--- src/rtl/xalu_pkg.sv ---
// Shared definitions for the XALU multiply/divide unit: op encodings, FSM states, latencies.
// Defining XALU_MADD_EN widens the op field by one bit that selects unsigned madd/msub.
package xalu_pkg;

`ifdef XALU_MADD_EN
    localparam int OP_W = 4;
`else
    localparam int OP_W = 3;
`endif

    localparam logic [2:0] OP_MULT  = 3'd0;
    localparam logic [2:0] OP_MULTU = 3'd1;
    localparam logic [2:0] OP_DIV   = 3'd2;
    localparam logic [2:0] OP_DIVU  = 3'd3;
    localparam logic [2:0] OP_MTHI  = 3'd4;
    localparam logic [2:0] OP_MTLO  = 3'd5;
    localparam logic [2:0] OP_MADD  = 3'd6;
    localparam logic [2:0] OP_MSUB  = 3'd7;

    localparam int DIV_CYCLES = 33;
    localparam int DIV_STEPS  = 32;

    typedef enum logic [1:0] {
        S_IDLE,
        S_MUL,
        S_DIV,
        S_FIX
    } xalu_state_t;

    function automatic logic [31:0] abs32(input logic [31:0] v);
        return v[31] ? (~v + 32'd1) : v;
    endfunction

endpackage

--- src/rtl/xalu_div_iter.sv ---
// 32-bit radix-2 restoring divider datapath; one quotient bit per step after a load.
// done is high during the step that produces the final (32nd) quotient bit.
module xalu_div_iter
    import xalu_pkg::*;
(
    input  logic        clk,
    input  logic        reset,
    input  logic        load,
    input  logic        step,
    input  logic [31:0] dividend,
    input  logic [31:0] divisor,
    output logic        done,
    output logic [31:0] quotient,
    output logic [31:0] remainder
);

    logic [31:0] rem_q;
    logic [31:0] quo_q;
    logic [31:0] dvs_q;
    logic [5:0]  count_q;

    logic [32:0] shifted;
    logic        fits;
    logic [31:0] rem_next;

    // Shift the next dividend bit into the partial remainder and try the subtraction.
    always_comb begin
        shifted  = {rem_q, quo_q[31]};
        fits     = (shifted >= {1'b0, dvs_q});
        rem_next = fits ? 32'(shifted - {1'b0, dvs_q}) : shifted[31:0];
        done     = step && (count_q == 6'(DIV_STEPS - 1));
    end

    always_ff @(posedge clk) begin
        if (reset) begin
            rem_q   <= '0;
            quo_q   <= '0;
            dvs_q   <= '0;
            count_q <= '0;
        end else if (load) begin
            rem_q   <= '0;
            quo_q   <= dividend;
            dvs_q   <= divisor;
            count_q <= '0;
        end else if (step) begin
            rem_q   <= rem_next;
            quo_q   <= {quo_q[30:0], fits};
            count_q <= count_q + 6'd1;
        end
    end

    assign quotient  = quo_q;
    assign remainder = rem_q;

endmodule

--- src/rtl/xalu_muldiv.sv ---
// XALU multiply/divide unit owning HI/LO; multi-cycle mult/div, single-cycle mthi/mtlo.
// Optional macro XALU_MADD_EN enables madd/maddu/msub/msubu accumulate ops.
module xalu_muldiv
    import xalu_pkg::*;
#(
    parameter int MULT_CYCLES = 5
) (
    input  logic            clk,
    input  logic            reset,
    input  logic            start,
    input  logic [OP_W-1:0] op,
    input  logic [31:0]     src_a,
    input  logic [31:0]     src_b,
    input  logic            flush,
    output logic            busy,
    output logic [31:0]     hi,
    output logic [31:0]     lo
);

    localparam logic [4:0] MUL_LOAD = 5'(MULT_CYCLES - 1);
    localparam logic [4:0] ACC_LOAD = 5'(MULT_CYCLES);

    xalu_state_t state_q, state_d;
    logic [4:0]  cnt_q;
    logic [31:0] a_q, b_q;
    logic        mul_signed_q, acc_en_q, acc_sub_q;
    logic        neg_q_q, neg_r_q, div_zero_q;

    logic [2:0]  op_code;
    logic        accept, launch;
    logic        is_mul, is_div, is_mthi, is_mtlo, is_acc;
    logic        acc_unsigned, div_signed, launch_signed;
    logic        div_load, div_step, div_done, mul_done, fix_done;
    logic [31:0] div_dividend, div_divisor, div_quo, div_rem;
    logic [63:0] ext_a, ext_b, prod, acc_sum, mul_result;
    logic [31:0] fix_hi, fix_lo;

    // Instruction decode; only an idle, unflushed unit takes a new op.
    always_comb begin
        op_code    = op[2:0];
        accept     = start && !flush && (state_q == S_IDLE);
        is_mul     = (op_code == OP_MULT) || (op_code == OP_MULTU);
        is_div     = (op_code == OP_DIV) || (op_code == OP_DIVU);
        is_mthi    = (op_code == OP_MTHI);
        is_mtlo    = (op_code == OP_MTLO);
`ifdef XALU_MADD_EN
        is_acc       = (op_code == OP_MADD) || (op_code == OP_MSUB);
        acc_unsigned = op[3];
`else
        is_acc       = 1'b0;
        acc_unsigned = 1'b0;
`endif
        launch        = accept && (is_mul || is_acc || is_div);
        div_signed    = (op_code == OP_DIV);
        launch_signed = is_acc ? !acc_unsigned : (op_code == OP_MULT);
        div_dividend  = div_signed ? abs32(src_a) : src_a;
        div_divisor   = div_signed ? abs32(src_b) : src_b;
    end

    always_comb begin
        state_d  = state_q;
        div_load = 1'b0;
        div_step = 1'b0;
        mul_done = 1'b0;
        fix_done = 1'b0;
        case (state_q)
            S_IDLE: begin
                if (launch) begin
                    if (is_div) begin
                        state_d  = S_DIV;
                        div_load = 1'b1;
                    end else begin
                        state_d = S_MUL;
                    end
                end
            end
            S_MUL: begin
                if (cnt_q == 5'd0) begin
                    state_d  = S_IDLE;
                    mul_done = 1'b1;
                end
            end
            S_DIV: begin
                div_step = 1'b1;
                if (div_done) begin
                    state_d = S_FIX;
                end
            end
            S_FIX: begin
                state_d  = S_IDLE;
                fix_done = 1'b1;
            end
            default: state_d = S_IDLE;
        endcase
        // A flush abandons the op before any HI/LO write can happen.
        if (flush) begin
            state_d  = S_IDLE;
            div_load = 1'b0;
            div_step = 1'b0;
            mul_done = 1'b0;
            fix_done = 1'b0;
        end
    end

    // The low 64 bits of a 64x64 product of extended operands are correct for both signednesses.
    always_comb begin
        ext_a      = {{32{mul_signed_q & a_q[31]}}, a_q};
        ext_b      = {{32{mul_signed_q & b_q[31]}}, b_q};
        prod       = ext_a * ext_b;
        acc_sum    = acc_sub_q ? ({hi, lo} - prod) : ({hi, lo} + prod);
        mul_result = acc_en_q ? acc_sum : prod;
        if (div_zero_q) begin
            fix_hi = a_q;
            fix_lo = 32'hFFFF_FFFF;
        end else begin
            fix_hi = neg_r_q ? (~div_rem + 32'd1) : div_rem;
            fix_lo = neg_q_q ? (~div_quo + 32'd1) : div_quo;
        end
    end

    xalu_div_iter u_div (
        .clk       (clk),
        .reset     (reset),
        .load      (div_load),
        .step      (div_step),
        .dividend  (div_dividend),
        .divisor   (div_divisor),
        .done      (div_done),
        .quotient  (div_quo),
        .remainder (div_rem)
    );

    always_ff @(posedge clk) begin
        if (reset) begin
            state_q      <= S_IDLE;
            busy         <= 1'b0;
            hi           <= '0;
            lo           <= '0;
            cnt_q        <= '0;
            a_q          <= '0;
            b_q          <= '0;
            mul_signed_q <= 1'b0;
            acc_en_q     <= 1'b0;
            acc_sub_q    <= 1'b0;
            neg_q_q      <= 1'b0;
            neg_r_q      <= 1'b0;
            div_zero_q   <= 1'b0;
        end else begin
            state_q <= state_d;
            busy    <= (state_d != S_IDLE);
            if (launch) begin
                a_q          <= src_a;
                b_q          <= src_b;
                mul_signed_q <= launch_signed;
                acc_en_q     <= is_acc;
                acc_sub_q    <= is_acc && (op_code == OP_MSUB);
                neg_q_q      <= div_signed && (src_a[31] ^ src_b[31]);
                neg_r_q      <= div_signed && src_a[31];
                div_zero_q   <= (src_b == 32'd0);
                cnt_q        <= is_acc ? ACC_LOAD : MUL_LOAD;
            end else if ((state_q == S_MUL) && (cnt_q != 5'd0)) begin
                cnt_q <= cnt_q - 5'd1;
            end
            if (accept && is_mthi) begin
                hi <= src_a;
            end
            if (accept && is_mtlo) begin
                lo <= src_a;
            end
            if (mul_done) begin
                {hi, lo} <= mul_result;
            end
            if (fix_done) begin
                hi <= fix_hi;
                lo <= fix_lo;
            end
        end
    end

endmodule

--- config.mk ---
export PLATFORM = sky130hd
export DESIGN_NAME = xalu_muldiv
export DESIGN_NICKNAME = d
export VERILOG_FILES = /design/src/rtl/xalu_pkg.sv /design/src/rtl/xalu_div_iter.sv /design/src/rtl/xalu_muldiv.sv
export SDC_FILE = /design/constraint.sdc
export NUM_CORES = 2
export LEC_CHECK = 0
export ABC_AREA = 1
export CORE_MARGIN = 4
export CORE_UTILIZATION = 55
export DETAILED_ROUTE_END_ITERATION = 10
export GPL_TIMING_DRIVEN = 0
export HOLD_SLACK_MARGIN = 0.03
export PLACE_DENSITY_LB_ADDON = 0.1
export SLEW_MARGIN = 10
export SYNTH_ARGS = -nofsm -noshare
export SYNTH_HDL_FRONTEND = slang
export SYNTH_SLANG_ARGS = --single-unit
--- constraint.sdc ---
create_clock -name clk -period 8.16 [get_ports clk]
set_input_delay 1.224 -clock clk [delete_from_list [all_inputs] [get_ports clk]]
set_output_delay 1.224 -clock clk [all_outputs]
set_load 0.005 [all_outputs]
== Yosys cells after proc, flatten, opt, wreduce, memory -nomap -nowiden ==
Cells that the tools add are included.

* Reductions and logical operators: 25
* Add/sub/neg operators: 7
* Eq/ne operators: 9
* Multiplexer cells: 36
* Bitwise gates (word level): 7
* Magnitude comparators: 1
* Multiply operators: 1

{| class="wikitable"
|+ Operators by type and width
! cell !! number
|-
| 32-bit 2-to-1 mux || 17
|-
| 32-bit by 1-bit adder with 32-bit output (second input constant) || 4
|-
| 32-bit inverter || 4
|-
| 33-bit by 33-bit multiplier with 64-bit output || 1
|-
| 33-bit by 32-bit greater-or-equal comparator with 1-bit output || 1
|-
| 32-bit zero test || 1
|-
| 32-bit subtractor || 1
|-
| 1-bit 2-to-1 mux || 11
|-
| 2-bit 2-to-1 mux || 5
|-
| 1-bit logical AND || 9
|-
| 2-bit one-hot mux with 4 select lines || 1
|-
| 6-bit by 1-bit adder with 6-bit output (second input constant) || 1
|-
| 3-bit by 2-bit == test with 1-bit output (second input constant) || 2
|-
| 3-bit == test (second input constant) || 2
|-
| 6-bit by 5-bit == test with 1-bit output (second input constant) || 1
|-
| 3-bit 2-to-1 mux || 2
|-
| 2-bit nonzero test || 3
|-
| 3-bit nonzero test || 2
|-
| 5-bit zero test || 1
|-
| 5-bit nonzero test || 1
|-
| 5-bit by 1-bit subtractor with 5-bit output (second input constant) || 1
|-
| 2-bit == test (second input constant) || 2
|-
| 2-bit OR reduction || 2
|-
| 3-bit by 1-bit == test with 1-bit output (second input constant) || 1
|-
| 7 further kinds || 10
|}

* Register bits after elaboration: 242
* Logic and storage cells: 102
* Output and inout bits: 65

== Longest topological paths before layout ==
* Word-level depth: 8
* Depth in mapped cells: 37

== Modules after synthesis ==
A second synthesis with hierarchy kept.

* Cell total of the unflattened synthesis: 7645
* Area, all modules: 56167.6 µm²

{| class="wikitable"
|+ By module, submodules not included
! module !! area an instance (µm²) !! times used !! seq. area each (µm²) !! cells an instance
|-
| xalu_muldiv || 49291.0 || 1 || 2802.7 || 6566
|-
| xalu_div_iter || 6876.6 || 1 || 2042.0 || 1079
|}

== Worst setup path after synthesis ==
OpenSTA, ideal clock, no wires.

* Kind: register to register
* From: reg a_q[31]
* To: reg hi[31]
* Setup time: 0.070 ns
* Required time: 8.090 ns
* Path buffers: 3
* Arrival: 7.565 ns
* Cell stages (with the launch flop): 33
* Slack: 0.525 ns
* Cells stage by stage: dfxtp_1 clkbuf_1 nand2_1 clkbuf_1 buf_1 nor2_1 fa_1 inv_1 fa_1 inv_1 fa_1 inv_1 fa_1 fa_1 inv_1 fa_1 inv_1 fa_1 fa_1 inv_1 ha_1 nand2_1 nor3_1 nand2_1 nor3_1 nand2_1 nand2_1 inv_1 nand2_1 nand3_1 nand2_1 nand2_1 a21oi_1

* Longest elaborated chain between the ends: 4
* Elaborated cells on any way between the ends: 5
* Those cells by class: mul: 1; mux: 3; bitwise: 1

{| class="wikitable"
|+ Ends and longest elaborated chain
! element !! line !! source
|-
| from (decl) || xalu_muldiv.sv:25 || <nowiki>logic [31:0] a_q, b_q;</nowiki>
|-
| from (signal assigned) || xalu_muldiv.sv:152 || <nowiki>a_q <= src_a;</nowiki>
|-
| 1-bit bitwise AND || xalu_muldiv.sv:107 || <nowiki>ext_a = {{32{mul_signed_q & a_q[31]}}, a_q};</nowiki>
|-
| 33-bit by 33-bit multiplier with 64-bit output || xalu_muldiv.sv:109 || <nowiki>prod = ext_a * ext_b;</nowiki>
|-
| 32-bit 2-to-1 mux || xalu_muldiv.sv:170 || <nowiki>if (mul_done) begin</nowiki>
|-
| 32-bit 2-to-1 mux * || xalu_muldiv.sv:173 || <nowiki>if (fix_done) begin</nowiki>
|-
| to (signal assigned) || xalu_muldiv.sv:165 || <nowiki>hi <= src_a;</nowiki>
|-
| to (signal assigned) || xalu_muldiv.sv:171 || <nowiki>{hi, lo} <= mul_result;</nowiki>
|-
| to (signal assigned) || xalu_muldiv.sv:174 || <nowiki>hi <= fix_hi;</nowiki>
|-
| to (decl) || xalu_muldiv.sv:16 || <nowiki>output logic [31:0] hi,</nowiki>
|}

Mark *: on every way between the ends. The rest lies on a longest branch, timed or not.
A chain may end at the register's enable or synchronous reset.

== Worst setup path in the final report ==
* From: reg a_q[22]
* To: reg lo[26]

* Longest elaborated chain between the ends: 3

{| class="wikitable"
|+ Ends and longest elaborated chain
! element !! line !! source
|-
| 33-bit by 33-bit multiplier with 64-bit output || xalu_muldiv.sv:109 ||
|-
| 32-bit 2-to-1 mux || xalu_muldiv.sv:170 ||
|-
| 32-bit 2-to-1 mux || xalu_muldiv.sv:173 ||
|-
| to (signal assigned) || xalu_muldiv.sv:168 || <nowiki>lo <= src_a;</nowiki>
|-
| to (signal assigned) || xalu_muldiv.sv:171 ||
|-
| to (signal assigned) || xalu_muldiv.sv:175 || <nowiki>lo <= fix_lo;</nowiki>
|-
| to (decl) || xalu_muldiv.sv:17 || <nowiki>output logic [31:0] lo</nowiki>
|}

No other way between the ends.

==> out/metrics.csv <==
metric,value,unit
die_area,107000,sq um
mappedNetlistArea,56100,sq um
max-vdd-ir-drop,0.160,mV
synth-seq-cells,242,
flow.area_growth_from_synthesis,8.47,%
post_synth_main_area_contributors,"sky130_fd_sc_hd__fa_1 40%, sky130_fd_sc_hd__inv_1 13%, sky130_fd_sc_hd__nand2_1 13%",
postLayoutCellArea,60800,sq um
slew_viol_final,0,
routed_wl,228,mm
finalNonFillerCells,9144,
core.rowCount,116,
placement.cell_area,59100,sq um
min-delay-path-class,flip-flop to flip-flop,
cts_max_path_buffers,3,
reg2reg_slack,0.08,ns
start_util,55.7,%
max_freq,124,MHz
top_usage_layer,met2,
skew,0.0154,ns
synth-seq-area-share,8.64,%
endpoint_kind,flip-flop,
synthMostInstantiatedCell,sky130_fd_sc_hd__inv_1,
critPathSlowestCell,sky130_fd_sc_hd__dfxtp_2,
arrival,8.53,ns
grt_use_met2,68.1,%
synth_area_leader_cell,sky130_fd_sc_hd__fa_1,
grt_util_met1,53.2,%
maxCapViolCount,0,
dp_cells,9133,
final-setup-viol-count,0,
first_global_vias,52500,
synth-async-reset-ratio,0,%
finalCritPeriodShare,99.1,%
grt_pass1_wl,338,mm
route.detailed.wl_per_inst,25.0,microns
globalplace.congestion,1.08,
route.detailed.drc,0,
distinct_cell_type_count_of_the_synthesized_netlist,62,
dp.final_hpwl,195,mm
fin_total_pwr,4.87,mW
design.core.area,101000,sq um
regToRegEndpoint,lo[26],
met3_track_demand_over_resource_in_global_routing,8.96,%
hp-start,cnt_q[4],
reg2regPathDepth,24,
run_status,"finished, final reports clean",
hold_violations,0,
synthTopCellsByCount,"1936 x sky130_fd_sc_hd__inv_1, 1898 x sky130_fd_sc_hd__nand2_1, 1126 x sky130_fd_sc_hd__fa_1, 423 x sky130_fd_sc_hd__a21oi_1, 351 x sky130_fd_sc_hd__nor2_1",
critical_path_class,flip-flop to flip-flop,
postSynthCellCount,7642,
setup_ws,0.0761,ns
avgSynthCellArea,7.34,sq um
detailedRoute.firstIterationViolations,5499,
post_route_cells_drive_above_1_share,6.02,%
power_per_cell_area,80.0,nW/um^2
port-buffer-count,134,
ys.warnings.count,0,
boundaryPins,136,
htree_levels,1,
worst_path_most_repeated_cell,sky130_fd_sc_hd__fa_1,
fin_crit,8.08,ns
worstHoldPathCells,2,
final_antenna_net_count,0,
post_place_worst_slack,-1.71,ns
r2r-start,a_q[22],
synthesis.nets,9089,
globalRoute.totalOverflow,0,
synth_top_cell_area_share,40.2,%
number_of_clock_buffers_inserted_by_tritoncts,28,
worst-path-max-fanout,10,
fin_nets,9211,
largest_net_degree_at_the_start_of_global_routing,26,
timing.slew.headroom,23.8,%
timing.critical_path.slowest_cell_delay,0.66,ns
number_of_synthesized_flops_with_an_enable_pin,0,
grt_antenna_before_repair,4,
num-fill-cells,9668,
hold_slack,0.452,ns
drtPass1Iterations,6,
grtUsageTotal,42.9,%
cp_cell_sequence,buf_2 > nand2_1 > fa_1 > fa_1 > inv_1 > fa_1 > inv_1 > fa_1 > inv_1 > fa_1 > fa_1 > fa_1 > inv_1 > fa_1 > inv_1 > ha_1 > a21oi_1 > o21ai_0 > a21oi_1 > nand3_1 > xnor2_1 > o21ai_0 > nand2_1 > a21oi_1,
dieHeight,327,microns
via_per_inst,5.67,
critical_path.startpoint_type,flip-flop,
clock_latency,0.58,ns
static-leakage-power,32.5,nW
tritoncts_clock_tree,yes,
numClockSinks,242,
tightest_slew,1.13,ns
dieWidth,327,microns
routed-via-count,51800,
synth_flop_cell,sky130_fd_sc_hd__dfxtp_1,
root_buffer,sky130_fd_sc_hd__clkbuf_16,
clkTransAtPathRegs,0.07,ns
required_worst_endpoint,8.60,ns
worst_hold_path.endpoint,cnt_q[4],
==> stage by stage <==
step                      utilization (%)  TNS [ns]
after floorplan                         -         0
after global placement               58.8    -43.62
after detailed placement             58.8    -43.18
after CTS                            60.0   -0.0120
after global routing                 60.5   -0.0935
final                                60.5         0
==> worst max-delay path: cells and delay by family, from the launching register on <==
kind | cells | cell delay, ns
fa+ha+maj | 9 | 4.48
compound gates | 5 | 1.14
xor+xnor | 1 | 0.40
buf+inv | 6 | 0.73
flops | 1 | 0.66
simple gates | 3 | 0.54
==> cell usage in the layout (no fill, tap or decap), types with 18 or more instances in the layout <==
cell / count
sky130_fd_sc_hd__inv_1: 1929
sky130_fd_sc_hd__nand2_1: 1891
sky130_fd_sc_hd__fa_1: 1112
sky130_fd_sc_hd__a21oi_1: 417
sky130_fd_sc_hd__nor2_1: 331
sky130_fd_sc_hd__o21ai_0: 326
sky130_fd_sc_hd__nand3_1: 272
sky130_fd_sc_hd__ha_1: 234
sky130_fd_sc_hd__dfxtp_1: 192
sky130_fd_sc_hd__clkbuf_1: 142
sky130_fd_sc_hd__clkdlybuf4s50_1: 134
sky130_fd_sc_hd__clkbuf_2: 110
sky130_fd_sc_hd__xor2_1: 49
sky130_fd_sc_hd__nand4_1: 43
sky130_fd_sc_hd__nor3_1: 31
sky130_fd_sc_hd__dfxtp_2: 31
sky130_fd_sc_hd__clkbuf_16: 29
sky130_fd_sc_hd__clkbuf_4: 28
sky130_fd_sc_hd__buf_2: 27
sky130_fd_sc_hd__o21bai_1: 27
sky130_fd_sc_hd__nand3_2: 25
sky130_fd_sc_hd__nor2_2: 24
sky130_fd_sc_hd__nand3b_1: 23
sky130_fd_sc_hd__buf_4: 21
sky130_fd_sc_hd__xnor2_1: 21
sky130_fd_sc_hd__dfxtp_4: 19
sky130_fd_sc_hd__o21ai_1: 18
sky130_fd_sc_hd__o211ai_1: 18
==> layout make-up <==
type | count | area (sq um) | share of cell area [%]
Timing Repair Buffer | 148 | 1470 | 2.42
Clock inverter | 15 | 210 | 0.346
Antenna cell | 1 | 2.50 | 0.00411
Sequential cell | 242 | 4950 | 8.15
Clock buffer | 37 | 796 | 1.31
Inverter | 1947 | 7330 | 12.1
Buffer | 335 | 1660 | 2.73
Multi-Input combinational cell | 5062 | 42700 | 70.2
Tap cell | 1357 | 1700 | 2.79
==> cell families after synthesis <==
family | Yosys count | share of synthesized area [%]
buf+inv | 2338 | 15.8
xor+xnor | 70 | 1.09
compound gates | 891 | 8.58
simple gates | 2725 | 20.1
fa+ha+maj | 1376 | 45.8
flops | 242 | 8.64
==> routing by layer <==
layer | wire, microns | part of all wire (%)
met1 | 81700 | 36
met2 | 102000 | 45
met4 | 19500 | 8.5
met3 | 24800 | 11
met5 | 13 | 0.0057
==> report_power, final <==
| part | internal [mW] | switching [mW] |
|---|---|---|
| registers | 1.22 | 0.126 |
| logic | 0.677 | 1.43 |
| clock network | 0.843 | 0.570 |
| total | 2.74 | 2.12 |
==> sequential cells by signal (all words and copies together), names as in the netlist, 2 cells and up <==
register and count:
hi 32, state_q 2, b_q 32, a_q 32, cnt_q 5, lo 32
u_div.dvs_q 32, u_div.remainder 32, u_div.quotient 32, u_div.count_q 6
==> worst max path at each step <==
stage               slack (ns)         start  endpoint  cells after the start
floorplan                 0.52       a_q[31]    hi[31]                     32
global placement         -1.66       a_q[31]    hi[31]                     32
detailed placement       -1.71       a_q[31]    hi[31]                     32
CTS                      -0.01  mul_signed_q    hi[31]                     29
global route             -0.05       b_q[28]    hi[29]                     27
finish                    0.08       a_q[22]    lo[26]                     24
==> repair_timing <==
action                     CTS  global route
resized for setup          163           317
setup endpoints to repair   46            43
buffers inserted            11             3
pin swaps                    2             4
hold buffers                 0             0
Power figures use the tool's default switching activity.
